### config.mk
export PLATFORM = sky130hd
export DESIGN_NAME = count_capture
export DESIGN_NICKNAME = d
export VERILOG_FILES = /design/src/rtl/count_capture.sv
export SDC_FILE = /design/constraint.sdc
export NUM_CORES = 1
export LEC_CHECK = 0
export BUFFER_PORTS_ARGS = -buffer_cell sky130_fd_sc_hd__clkbuf_2
export CAP_MARGIN = 5
export CORE_MARGIN = 2
export CORE_UTILIZATION = 40
export CTS_BUF_LIST = sky130_fd_sc_hd__clkbuf_2
export DETAILED_ROUTE_END_ITERATION = 16
export PLACE_DENSITY = 0.65
export SYNTH_ARGS = -nofsm -noshare
export SYNTH_HDL_FRONTEND = slang
export SYNTH_SLANG_ARGS = --single-unit
### constraint.sdc
create_clock -name clk -period 2.6 [get_ports clk]
set_clock_uncertainty 0.1 [all_clocks]
set_input_delay 0.52 -clock clk [delete_from_list [all_inputs] [get_ports clk]]
set_output_delay 0.52 -clock clk [all_outputs]
set_load 0.01 [all_outputs]
### src/rtl/count_capture.sv
// Event-triggered capture of a free-running count into a show-ahead FIFO.
// Optional COUNT_CAPTURE_DELTA_EN stores differences between successive captures.
module count_capture #(
  parameter int unsigned N     = 4,
  parameter int unsigned DEPTH = 4
) (
  input  logic                     clk,
  input  logic                     rst,
  input  logic [N-1:0]             count,
  input  logic                     evt,
  input  logic                     ovf_clr,
  output logic [N-1:0]             out_data,
  output logic                     out_valid,
  input  logic                     out_ready,
  output logic                     full,
  output logic [$clog2(DEPTH):0]   level,
  output logic                     overflow
);

  localparam int unsigned AW = $clog2(DEPTH);
  localparam int unsigned LW = AW + 1;

  logic [N-1:0]  mem_q [DEPTH];
  logic [AW-1:0] wptr_q, wptr_d;
  logic [AW-1:0] rptr_q, rptr_d;
  logic [LW-1:0] level_q, level_d;
  logic          evt_q;
  logic          ovf_q, ovf_d;
  logic [N-1:0]  wdata;
  logic          push, pop, accept, drop;

  assign push   = evt & ~evt_q;
  assign pop    = out_valid & out_ready;
  // A full FIFO still accepts a push when the head leaves in the same cycle.
  assign accept = push & (~full | pop);
  assign drop   = push & full & ~pop;

`ifdef COUNT_CAPTURE_DELTA_EN
  logic [N-1:0] last_q;

  always_ff @(posedge clk) begin
    if (!rst) begin
      last_q <= '0;
    end else if (push) begin
      last_q <= count;
    end
  end

  assign wdata = count - last_q;
`else
  assign wdata = count;
`endif

  always_comb begin
    wptr_d  = wptr_q;
    rptr_d  = rptr_q;
    level_d = level_q;
    ovf_d   = ovf_q;
    if (accept) wptr_d = wptr_q + AW'(1);
    if (pop)    rptr_d = rptr_q + AW'(1);
    unique case ({accept, pop})
      2'b10:   level_d = level_q + LW'(1);
      2'b01:   level_d = level_q - LW'(1);
      default: level_d = level_q;
    endcase
    if (drop) begin
      ovf_d = 1'b1;
    end else if (ovf_clr) begin
      ovf_d = 1'b0;
    end
  end

  always_ff @(posedge clk) begin
    if (!rst) begin
      wptr_q  <= '0;
      rptr_q  <= '0;
      level_q <= '0;
      evt_q   <= 1'b0;
      ovf_q   <= 1'b0;
    end else begin
      wptr_q  <= wptr_d;
      rptr_q  <= rptr_d;
      level_q <= level_d;
      evt_q   <= evt;
      ovf_q   <= ovf_d;
    end
  end

  always_ff @(posedge clk) begin
    if (rst && accept) begin
      mem_q[wptr_q] <= wdata;
    end
  end

  assign out_data  = mem_q[rptr_q];
  assign out_valid = (level_q != '0);
  assign full      = (level_q == LW'(DEPTH));
  assign level     = level_q;
  assign overflow  = ovf_q;

endmodule

Yosys cells after proc, flatten, opt, wreduce, memory -nomap -nowiden
Memory sizes are Yosys's and may differ from the RTL's. A register that Yosys moved wholly into a read port is not among the register bits.
Cells that the tools add are included.
{"block": "totals", "ff_bits": 9, "mem_bits_rw": 16, "output_inout_bits": 10, "elab_cells": 33, "n_memories": 1}
{"block": "op_classes", "add_sub_neg": 4, "eq_ne": 3, "muxes": 7, "n_bitwise": 9, "n_reduce_logical": 4}
{"name": "mem_q", "words": 4, "word_bits": 4, "read_ports": 1, "rd_clocked_by_memory_dff": 1, "wr": 1, "line_no": "23", "rtl": "logic [N-1:0] mem_q [DEPTH];"}
{"op": "one-hot mux 3 bit (2 select lines)", "count": 1}
{"op": "AND 1 bit", "count": 5}
{"op": "adder 2 x 1 -> 2 bit, second input constant", "count": 2}
{"op": "two-way mux 1 bit", "count": 4}
{"op": "two-way mux 2 bit", "count": 2}
{"op": "nonzero test 2 bit", "count": 2}
{"op": "adder 3 x 1 -> 3 bit, second input constant", "count": 1}
{"op": "equality test 3 bit, second input constant", "count": 1}
{"op": "inverter 1 bit", "count": 3}
{"op": "nonzero test 3 bit", "count": 1}
{"op": "subtractor 3 x 1 -> 3 bit, second input constant", "count": 1}
{"op": "equality test 2 x 1 -> 1 bit, second input constant", "count": 1}
{"op": "equality test 2 bit, second input constant", "count": 1}
{"op": "logical AND 1 bit", "count": 1}
{"op": "OR 1 bit", "count": 1}

Depth between registers and ports, before layout
Gate-level depths: netlist (run 1).
{"block": "depth", "word_depth": 7, "depth_mapped": 9}

Worst setup path after synthesis (run 1)
No wires, ideal clock.
{"block": "synth_path", "kind": "input -> register", "startpoint": "input out_ready", "endpoint": "register level_q[2], in the netlist level[2]", "setup_ns": 0.070, "arrival_time_ns": 2.087, "setup_slack_ns": 0.343, "cell_stages": 9, "path_cell_list": "nor4b_4 nor3b_4 inv_1 ha_1 inv_1 fa_1 xor2_1 or3_1 a21boi_1"}
{"block": "synth_between", "elab_chain_len": 5, "word_cells_on_any_way": 7, "classes_between": "eq/ne: 2; mux: 1; bitwise: 3; reduce/logical: 1"}
{"element": "start: declaration", "line_no": "14", "rtl": "input logic out_ready,"}
{"element": "AND 1 bit (*)", "line_no": "33", "rtl": "assign pop = out_valid & out_ready;"}
{"element": "OR 1 bit", "line_no": "35", "rtl": "assign accept = push & (~full | pop);"}
{"element": "AND 1 bit", "line_no": "35"}
{"element": "equality test 2 x 1 -> 1 bit / equality test 2 bit (equally long branches)", "line_no": "61", "rtl": "unique case ({accept, pop})"}
{"element": "one-hot mux 3 bit (2 select lines) / nonzero test 2 bit (equally long branches)"}
{"element": "end signal: assignment", "line_no": "83", "rtl": "level_q <= level_d;"}
{"element": "end: declaration", "line_no": "26", "rtl": "logic [LW-1:0] level_q, level_d;"}
Every way passes the cells marked *; elsewhere a longest branch is shown, timed or not.
A chain may end at the register's enable or synchronous reset.

Worst setup path in the final report (run 1)
{"block": "layout_path", "startpoint": "register level_q[1], in the netlist level[1]", "endpoint": "register level_q[2], in the netlist level[2]"}
{"block": "layout_between", "elab_chain_len": 6, "word_cells_on_any_way": 12, "classes_between": "add/sub: 2; eq/ne: 3; mux: 1; bitwise: 4; reduce/logical: 2"}
{"element": "nonzero test 3 bit / equality test 3 bit (equally long branches)", "line_no": "96, 97"}
{"element": "AND 1 bit / inverter 1 bit (equally long branches)", "line_no": "33, 35"}
{"element": "OR 1 bit", "line_no": "35"}
{"element": "AND 1 bit", "line_no": "35"}
{"element": "equality test 2 x 1 -> 1 bit / equality test 2 bit (equally long branches)", "line_no": "61"}
{"element": "one-hot mux 3 bit (2 select lines) / nonzero test 2 bit (equally long branches)"}
Parallel ways exist; a longest one is shown, timed or not.

==> impl_metrics.env, run 1 <==
export IMPL_status="finished, final reports clean"
export IMPL_ant_nets=0
export IMPL_period_share=0.899
export IMPL_dp_hpwl_microns=1300
export IMPL_place_gp_congestion=0.697
export IMPL_grt_pass1_vias=646
export IMPL_crit_family="simple AND/OR/NAND/NOR gates"
export IMPL_p_leak_uw=0.000503
export IMPL_drt_met1_wl_microns=841
export IMPL_routed_wl_microns=1750
export IMPL_cpMostUsedCell="inv_1"
export IMPL_synth_avg_cell_area_sq_um=14.8
export IMPL_hold_slack_ns=0.285
export IMPL_grt_pass1_wl_microns=2840
export IMPL_coreArea_sq_mm=0.00276
export IMPL_io_buffers=18
export IMPL_final_common_cell="clkbuf_2"
export IMPL_drive_above_1_share=0.303
export IMPL_ys_ff_latch=27
export IMPL_avgViaCountPerCell=4.87
export IMPL_hold_start="count[2]"
export IMPL_hold_viol=0
export IMPL_area_growth_syn_to_layout_pct=12.6
export IMPL_vdd_drop_max_mv=0.379
export IMPL_clockBufferDepth=2
export IMPL_cts_repair_resized=0
export IMPL_rsz0062_at_grt="false"
export IMPL_synth_distinct_cells=24
export IMPL_max_freq_ghz=0.428
export IMPL_grt_max_degree=17
export IMPL_cts_root_buffer="clkbuf_2"
export IMPL_dp_cells=126
export IMPL_fp_row_count=19
export IMPL_ioPinCount=19
export IMPL_drtIter0Drc=9
export IMPL_path_cells="nor4b_4 > nor3b_4 > inv_1 > ha_1 > inv_1 > fa_1 > xor2_1 > or3_1 > a21boi_1"
export IMPL_post_drt_wl_per_cell_microns=13.4
export IMPL_wl_met2_microns=838
export IMPL_cts_hold_buffers=0
export IMPL_n_fill_cell=260
export IMPL_setup_tns_ns=0
export IMPL_start_util=0.419
export IMPL_htreeDepth=1
export IMPL_cts_sinks=27
export IMPL_hold_end="mem_q[0][2]"
export IMPL_worstPathArrival_ns=2.52
export IMPL_max_slew_margin=0.757
export IMPL_syn_cell_area_sq_mm=0.00116
export IMPL_critPathKind="flop to flop"
export IMPL_die_area_sq_mm=0.00334
export IMPL_place_ws_ns=0.0945
export IMPL_die_w_microns=57.8
export IMPL_met3_length_microns=69
export IMPL_hold_path_class="primary input to flop"
export IMPL_cp_required_ns=2.78
export IMPL_reg2regPathDepth=9
export IMPL_instances_no_fill=130
export IMPL_rrSetupSlack_ns=0.26
export IMPL_top_layer_used="met3"
export IMPL_multiInputGateArea_sq_um=429
export IMPL_rr_endpoint="level[2]"
export IMPL_vias=633
export IMPL_critPathMaxFanout=7
export IMPL_cts_tree="done"
export IMPL_yosysSeqAreaShare=0.606
export IMPL_clk_insertion_delay_late_ns=0.33
export IMPL_path_clk_slew_ns=0.23
export IMPL_synth_fp_nets=93
export IMPL_seq_area_sq_um=701
export IMPL_worstHoldPathCells=1
export IMPL_fin_nets=115
export IMPL_post_route_worst_setup_slack_ns=0.263
export IMPL_max_cap_violations=0
export IMPL_grt_usage=0.116
export IMPL_die_h_microns=57.8
export IMPL_layout_common_cells="clkbuf_2, edfxtp_1, dfxtp_1"
export IMPL_worst_pin_slew_ns=0.359
export IMPL_yosysWarnings=0
export IMPL_critPathBufInv=2
export IMPL_dr_pass1_iters=4
export IMPL_start_kind="flop"
export IMPL_antenna_cells=0
export IMPL_cts_buffers=3
export IMPL_post_route_drc_count=0
export IMPL_syn_inst=78
export IMPL_cpPeakStageDelay_ns=0.44
export IMPL_antenna_found_initial=0
export IMPL_maxSlewViolCount=0
export IMPL_cts_setup_buffers=0
export IMPL_setup_viol=0
export IMPL_period_needed_ns=2.34
export IMPL_slowest_stage="dfxtp_1"
export IMPL_overflow=0
export IMPL_r2r_start="level[1]"
export IMPL_powerDensity_mw_per_mm2=823
export IMPL_cp_end_kind="flop"
[final cells by class]
cell class / count / area share
Inverter: 6 / 0.0173
Tap cell: 31 / 0.0298
Timing Repair Buffer: 18 / 0.0692
Sequential cell: 27 / 0.538
Multi-Input combinational cell: 44 / 0.330
Clock buffer: 4 / 0.0154
[sequential cells by signal, indices dropped and copies added, names as in the netlist, named ones only]
signal,count
mem_q,16
level,3
rptr_q,2
wptr_q,2
evt_q,1
overflow,1
[per-layer routing]
layer / up-vias / global-route usage
met1: 299 / 0.155
met2: 12 / 0.187
met4: 0 / 0.0399
met3: 0 / 0.0290
met5: - / 0
li1: 322 / -
[cells in the mapped netlist]
cell type,instances,share of area
a21boi_1,2,0.013
and2_1,4,0.022
and3_1,5,0.027
clkbuf_1,1,0.0032
dfxtp_1,11,0.19
edfxtp_1,16,0.42
fa_1,1,0.017
ha_1,5,0.054
inv_1,6,0.019
mux2i_1,2,0.017
mux4_2,4,0.078
nand2_1,5,0.016
nand2b_1,1,0.0054
nand3b_1,1,0.0065
nor2b_1,2,0.011
nor3b_4,1,0.016
nor4b_4,1,0.021
o21ai_0,2,0.0087
o311ai_1,1,0.0076
o31a_2,1,0.0087
or3_1,1,0.0054
or3_2,1,0.0065
xnor2_1,3,0.023
xor2_1,1,0.0076
[through the flow]
step,instance area [sq um],power (uW),util
detailed placement,1280,935,0.465
global route,1300,1150,0.472
global placement,1280,921,0.465
finish,1300,1070,0.472
CTS,1300,1090,0.472
floorplan,1160,819,-
[worst register-to-register path, cell delays in order, from the launching register on]
cell and delay (ns):
dfxtp_1 0.44, nor4b_4 0.38, nor3b_4 0.11, inv_1 0.07, ha_1 0.17, inv_1 0.06
fa_1 0.37, xor2_1 0.16, or3_1 0.31, a21boi_1 0.14
[cell families after synthesis]
logic type	synth area share
flops	0.606
simple gates	0.136
buf+inv	0.0227
compound gates	0.0379
mux	0.0952
fa+ha+maj	0.0714
xor+xnor	0.0303
[how the worst max path moves through the flow]
stage	start	cells past startpoint	slack [ns]	end
floorplan	out_ready	9	0.34	level[2]
global placement	out_ready	10	0.16	level[2]
detailed placement	out_ready	10	0.09	level[2]
CTS	level[1]	9	0.24	level[2]
global route	level[2]	9	0.07	level[2]
finish	level[1]	9	0.26	level[2]
[where the power goes]
| group | switching [uW] | leakage, uW | internal [uW] |
|---|---|---|---|
| Clock | 114 | 0.0000166 | 40.6 |
| Sequential | 75.3 | 0.000235 | 504 |
| Combinational | 154 | 0.000251 | 183 |
(Power assumes the default switching activity.)
==> inputs of run 2 (changes only) <==
--- a/constraint.sdc
+++ b/constraint.sdc
@@ -4,2 +4,2 @@
 set_output_delay 0.52 -clock clk [all_outputs]
-set_load 0.01 [all_outputs]
+set_load 0.1 [all_outputs]
==> impl_metrics.env, run 2 (synthesized netlist as in run 1, its figures left out) <==
export IMPL_max_slew_margin=0.640
export IMPL_rsz0062_at_grt="false"
export IMPL_critPathMaxFanout=4
export IMPL_grt_pass1_wl_microns=3000
export IMPL_worst_pin_slew_ns=0.542
export IMPL_fp_row_count=19
export IMPL_place_gp_congestion=0.721
export IMPL_cts_buffers=3
export IMPL_cts_sinks=27
export IMPL_post_drt_wl_per_cell_microns=13.4
export IMPL_reg2regPathDepth=9
export IMPL_coreArea_sq_mm=0.00276
export IMPL_max_cap_violations=0
export IMPL_grt_pass1_vias=655
export IMPL_wl_met2_microns=862
export IMPL_drt_met1_wl_microns=815
export IMPL_period_share=0.937
export IMPL_die_h_microns=57.8
export IMPL_htreeDepth=1
export IMPL_area_growth_syn_to_layout_pct=12.9
export IMPL_cts_root_buffer="clkbuf_2"
export IMPL_drive_above_1_share=0.333
export IMPL_layout_common_cells="clkbuf_2, edfxtp_1, dfxtp_1"
export IMPL_start_kind="flop"
export IMPL_clockBufferDepth=2
export IMPL_n_fill_cell=241
export IMPL_grt_max_degree=17
export IMPL_max_freq_ghz=0.411
export IMPL_ioPinCount=19
export IMPL_post_route_drc_count=0
export IMPL_largest_reg_flops=16
export IMPL_dp_hpwl_microns=1320
export IMPL_worstHoldPathCells=1
export IMPL_critPathKind="flop to output port"
export IMPL_setup_tns_ns=0
export IMPL_fin_nets=115
export IMPL_routed_wl_microns=1750
export IMPL_antenna_cells=0
export IMPL_cts_tree="done"
export IMPL_hold_path_class="primary input to flop"
export IMPL_antenna_found_initial=0
export IMPL_worstPathArrival_ns=1.82
export IMPL_ant_nets=0
export IMPL_cts_repair_resized=0
export IMPL_maxSlewViolCount=0
export IMPL_overflow=0
export IMPL_cp_end_kind="output port"
export IMPL_avgViaCountPerCell=4.95
export IMPL_met3_length_microns=54
export IMPL_drtIter0Drc=11
export IMPL_cp_required_ns=1.98
export IMPL_die_w_microns=57.8
export IMPL_hold_viol=0
export IMPL_start_util=0.419
export IMPL_path_clk_slew_ns=0.24
export IMPL_period_needed_ns=2.44
export IMPL_die_area_sq_mm=0.00334
export IMPL_dr_pass1_iters=3
export IMPL_regMostFlops="mem_q"
export IMPL_grt_usage=0.120
export IMPL_final_common_cell="clkbuf_2"
export IMPL_hold_slack_ns=0.282
export IMPL_vias=643
export IMPL_top_layer_used="met4"
export IMPL_clk_insertion_delay_late_ns=0.34
export IMPL_status="finished, final reports clean"
export IMPL_setup_viol=0
export IMPL_io_buffers=18
export IMPL_cts_hold_buffers=0
export IMPL_cts_setup_buffers=0
[run 2: cell count changes in the layout (fill, tap and decap cells not counted)]
| cell | previous run | this run |
|---|---|---|
| clkbuf_2 | 22 | 21 |
| dfxtp_1 | 11 | 8 |
| clkinv_2 | 0 | 1 |
| dfxtp_2 | 0 | 3 |
[run 2: routing by layer]
metal | vias to the layer above | global-route usage
met5 | - | 0
met4 | 0 | 0.0498
met2 | 11 | 0.180
met1 | 309 | 0.167
li1 | 321 | -
met3 | 2 | 0.0290
[run 2: worst paths after layout]
| check | from | end | slack (ns) |
|---|---|---|---|
| setup reg to reg | level[1] | level[2] | 0.30 |
| hold reg to reg | overflow | overflow | 0.39 |
| setup / recovery | flop | out_data[3] | 0.16 |
| hold / removal | count[3] | mem_q[0][3] | 0.28 |
[run 2: area by class of cell]
type	count	area [sq um]	area share
Timing Repair Buffer	18	90.1	0.0690
Clock inverter	1	5.00	0.00384
Multi-Input combinational cell	44	429	0.329
Inverter	6	22.5	0.0173
Sequential cell	27	704	0.540
Clock buffer	3	15.0	0.0115
Tap cell	31	38.8	0.0297
[run 2: through the flow]
step            util  setup WS (ns)  area, sq um  cells
2_1_floorplan      -         0.0868         1160     78
3_3_place_gp   0.466          0.132         1280    126
3_5_place_dp   0.466         0.0964         1280    126
4_1_cts        0.473          0.111         1310    130
5_1_grt        0.473         0.0179         1310    130
6_report       0.473          0.165         1310    130
[run 2: worst max-delay path: stages, from the launching register on]
cell	delay, ns
dfxtp_1	0.54
mux4_2	0.55
clkbuf_2	0.38
Power of run 2 is not shown: default switching activity piles up to over one toggle a cycle in this logic, so the estimate is an artifact.
==> inputs of run 3 (changes only) <==
ABC_AREA = 1   (was not set)
CTS_BUF_LIST = not set   (was sky130_fd_sc_hd__clkbuf_2)
==> impl_metrics.env, run 3 <==
export IMPL_syn_cell_area_sq_mm=0.00119
export IMPL_cts_hold_buffers=0
export IMPL_start_kind="flop"
export IMPL_period_share=0.926
export IMPL_max_freq_ghz=0.415
export IMPL_routed_wl_microns=2080
export IMPL_worstHoldPathCells=3
export IMPL_path_clk_slew_ns=0.15
export IMPL_io_buffers=18
export IMPL_powerDensity_mw_per_mm2=1110
export IMPL_drive_above_1_share=0.257
export IMPL_largest_reg_flops=16
export IMPL_setup_tns_ns=0
export IMPL_coreArea_sq_mm=0.00281
export IMPL_vias=838
export IMPL_dr_pass1_iters=4
export IMPL_critPathMaxFanout=9
export IMPL_r2r_start="level[1]"
export IMPL_htreeDepth=1
export IMPL_fin_nets=160
export IMPL_grtUsageMet3=0.0264
export IMPL_post_route_drc_count=0
export IMPL_yosysMostFrequentCell="inv_1"
export IMPL_worstPathArrival_ns=1.79
export IMPL_ioPinCount=19
export IMPL_status="finished, final reports clean"
export IMPL_synth_avg_cell_area_sq_um=9.62
export IMPL_rrSetupSlack_ns=0.69
export IMPL_worst_pin_slew_ns=0.542
export IMPL_maxSlewViolCount=0
export IMPL_hold_start="evt"
export IMPL_instances_no_fill=175
export IMPL_reg2regPathDepth=12
export IMPL_max_slew_margin=0.640
export IMPL_ys_top_cells_by_count="inv_1, nor2_1, edfxtp_1"
export IMPL_synth_edf_count=16
export IMPL_setup_viol=0
export IMPL_max_cap_violations=0
export IMPL_die_w_microns=58.6
export IMPL_synth_top_flop_cell="edfxtp_1"
export IMPL_use_met2=0.236
export IMPL_power_uw=1530
export IMPL_p_leak_uw=0.000592
export IMPL_final_common_cell="inv_1"
export IMPL_synth_distinct_cells=19
export IMPL_fp_row_count=19
export IMPL_top_usage_layer="met2"
export IMPL_place_gp_congestion=0.751
export IMPL_antenna_cells=0
export IMPL_cts_root_buffer="clkbuf_4"
export IMPL_grt_pass1_wl_microns=3450
export IMPL_clockBufferDepth=2
export IMPL_die_h_microns=58.6
export IMPL_cts_sinks=27
export IMPL_cp_end_kind="output port"
export IMPL_clk_insertion_delay_late_ns=0.32
export IMPL_ant_nets=0
export IMPL_rsz0062_at_grt="false"
export IMPL_gr_usage_met1=0.168
export IMPL_dp_hpwl_microns=1650
export IMPL_yosys_area_top_type="edfxtp_1"
export IMPL_cts_tree="done"
export IMPL_synth_area_leaders="edfxtp_1, dfxtp_1, inv_1"
export IMPL_drtIter0Drc=13
export IMPL_grt_max_degree=16
export IMPL_cts_setup_buffers=0
export IMPL_die_area_sq_mm=0.00343
export IMPL_grt_usage=0.134
export IMPL_yosys_area_top_type_share=0.403
export IMPL_post_drt_wl_per_cell_microns=11.9
export IMPL_layout_common_cells="inv_1, nor2_1, clkbuf_2"
export IMPL_cts_repair_resized=0
export IMPL_hold_path_class="primary input to flop"
export IMPL_regMostFlops="mem_q"
export IMPL_dp_cells=171
export IMPL_cts_buffers=3
export IMPL_start_util=0.425
export IMPL_area_growth_syn_to_layout_pct=16.1
export IMPL_antenna_found_initial=0
export IMPL_syn_inst=124
export IMPL_avgViaCountPerCell=4.79
export IMPL_yosysSeqAreaShare=0.588
export IMPL_yosysWarnings=0
export IMPL_grt_pass1_vias=776
export IMPL_vdd_drop_max_mv=0.577
export IMPL_rr_endpoint="level[2]"
export IMPL_period_needed_ns=2.41
export IMPL_critPathKind="flop to output port"
export IMPL_overflow=0
export IMPL_synth_fp_nets=139
export IMPL_synthArstFlopShare=0
export IMPL_hold_viol=0
export IMPL_ys_ff_latch=27
export IMPL_hold_end="evt_q"
export IMPL_cp_required_ns=1.98
## run 3: cell count changes after synthesis, sizes merged, moves of 4 or more
cell	before	now
o22ai	0	4
mux4	4	0
a21oi	0	6
nor2	0	21
inv	6	23
and2	4	0
nand2	5	16
and3	5	0
o21ai	2	10
nand3	0	7
## run 3: area by class of cell
class	count	area [sq um]
repair buffers	18	90.1
clock inverters	1	5.00
clock buffers	3	22.5
fillers	276	1420
multi-input cells	72	437
well taps	31	38.8
flip-flops and latches	27	704
inverters	23	86.3
## run 3: critical path: stages, from the launching register on
cell      delay [ns]
dfxtp_1         0.51
inv_1           0.19
o21ai_0         0.29
o22ai_2         0.10
clkbuf_2        0.38
## run 3: worst max path at each step
| stage | from | endpoint |
|---|---|---|
| after CTS | flop | out_data[1] |
| final | flop | out_data[1] |
| after floorplan | level[2] | level[2] |
| after global placement | out_ready | level[2] |
| after global routing | flop | out_data[1] |
| after detailed placement | out_ready | level[2] |
## run 3: logic make-up (layout without fill, tap and decap cells)
family                   count (synthesis)  in the layout  synth area share
flip-flops                              27             27             0.588
buffers and inverters                   25             45            0.0808
AND/OR/NAND/NOR                         46             46             0.174
adder cells (fa/ha/maj)                  6              6            0.0693
AO/OA/AOI/OAI                           20             20            0.0881
## run 3: per-layer routing
layer | up-vias | share of wire
met5 | - | 0
met4 | 0 | 0.013
met3 | 4 | 0.033
met2 | 14 | 0.50
met1 | 377 | 0.45
li1 | 443 | -
## run 3: where the power goes
group          switching, uW  leakage [uW]  internal, uW  total [uW]
Combinational            640      0.000338           150         790
Sequential              61.0      0.000236           503         564
Clock                    120     0.0000177          57.6         178
## run 3: per-stage QoR
stage | utilization | area (sq um) | hold WS [ns] | setup WS (ns)
3_3_place_gp | 0.483 | 1360 | 0.352 | 0.554
6_report | 0.493 | 1380 | 0.297 | 0.193
2_1_floorplan | - | 1240 | 0.360 | 0.124
3_5_place_dp | 0.483 | 1360 | 0.365 | 0.497
4_1_cts | 0.493 | 1380 | 0.289 | 0.160
5_1_grt | 0.493 | 1380 | 0.294 | 0.0563
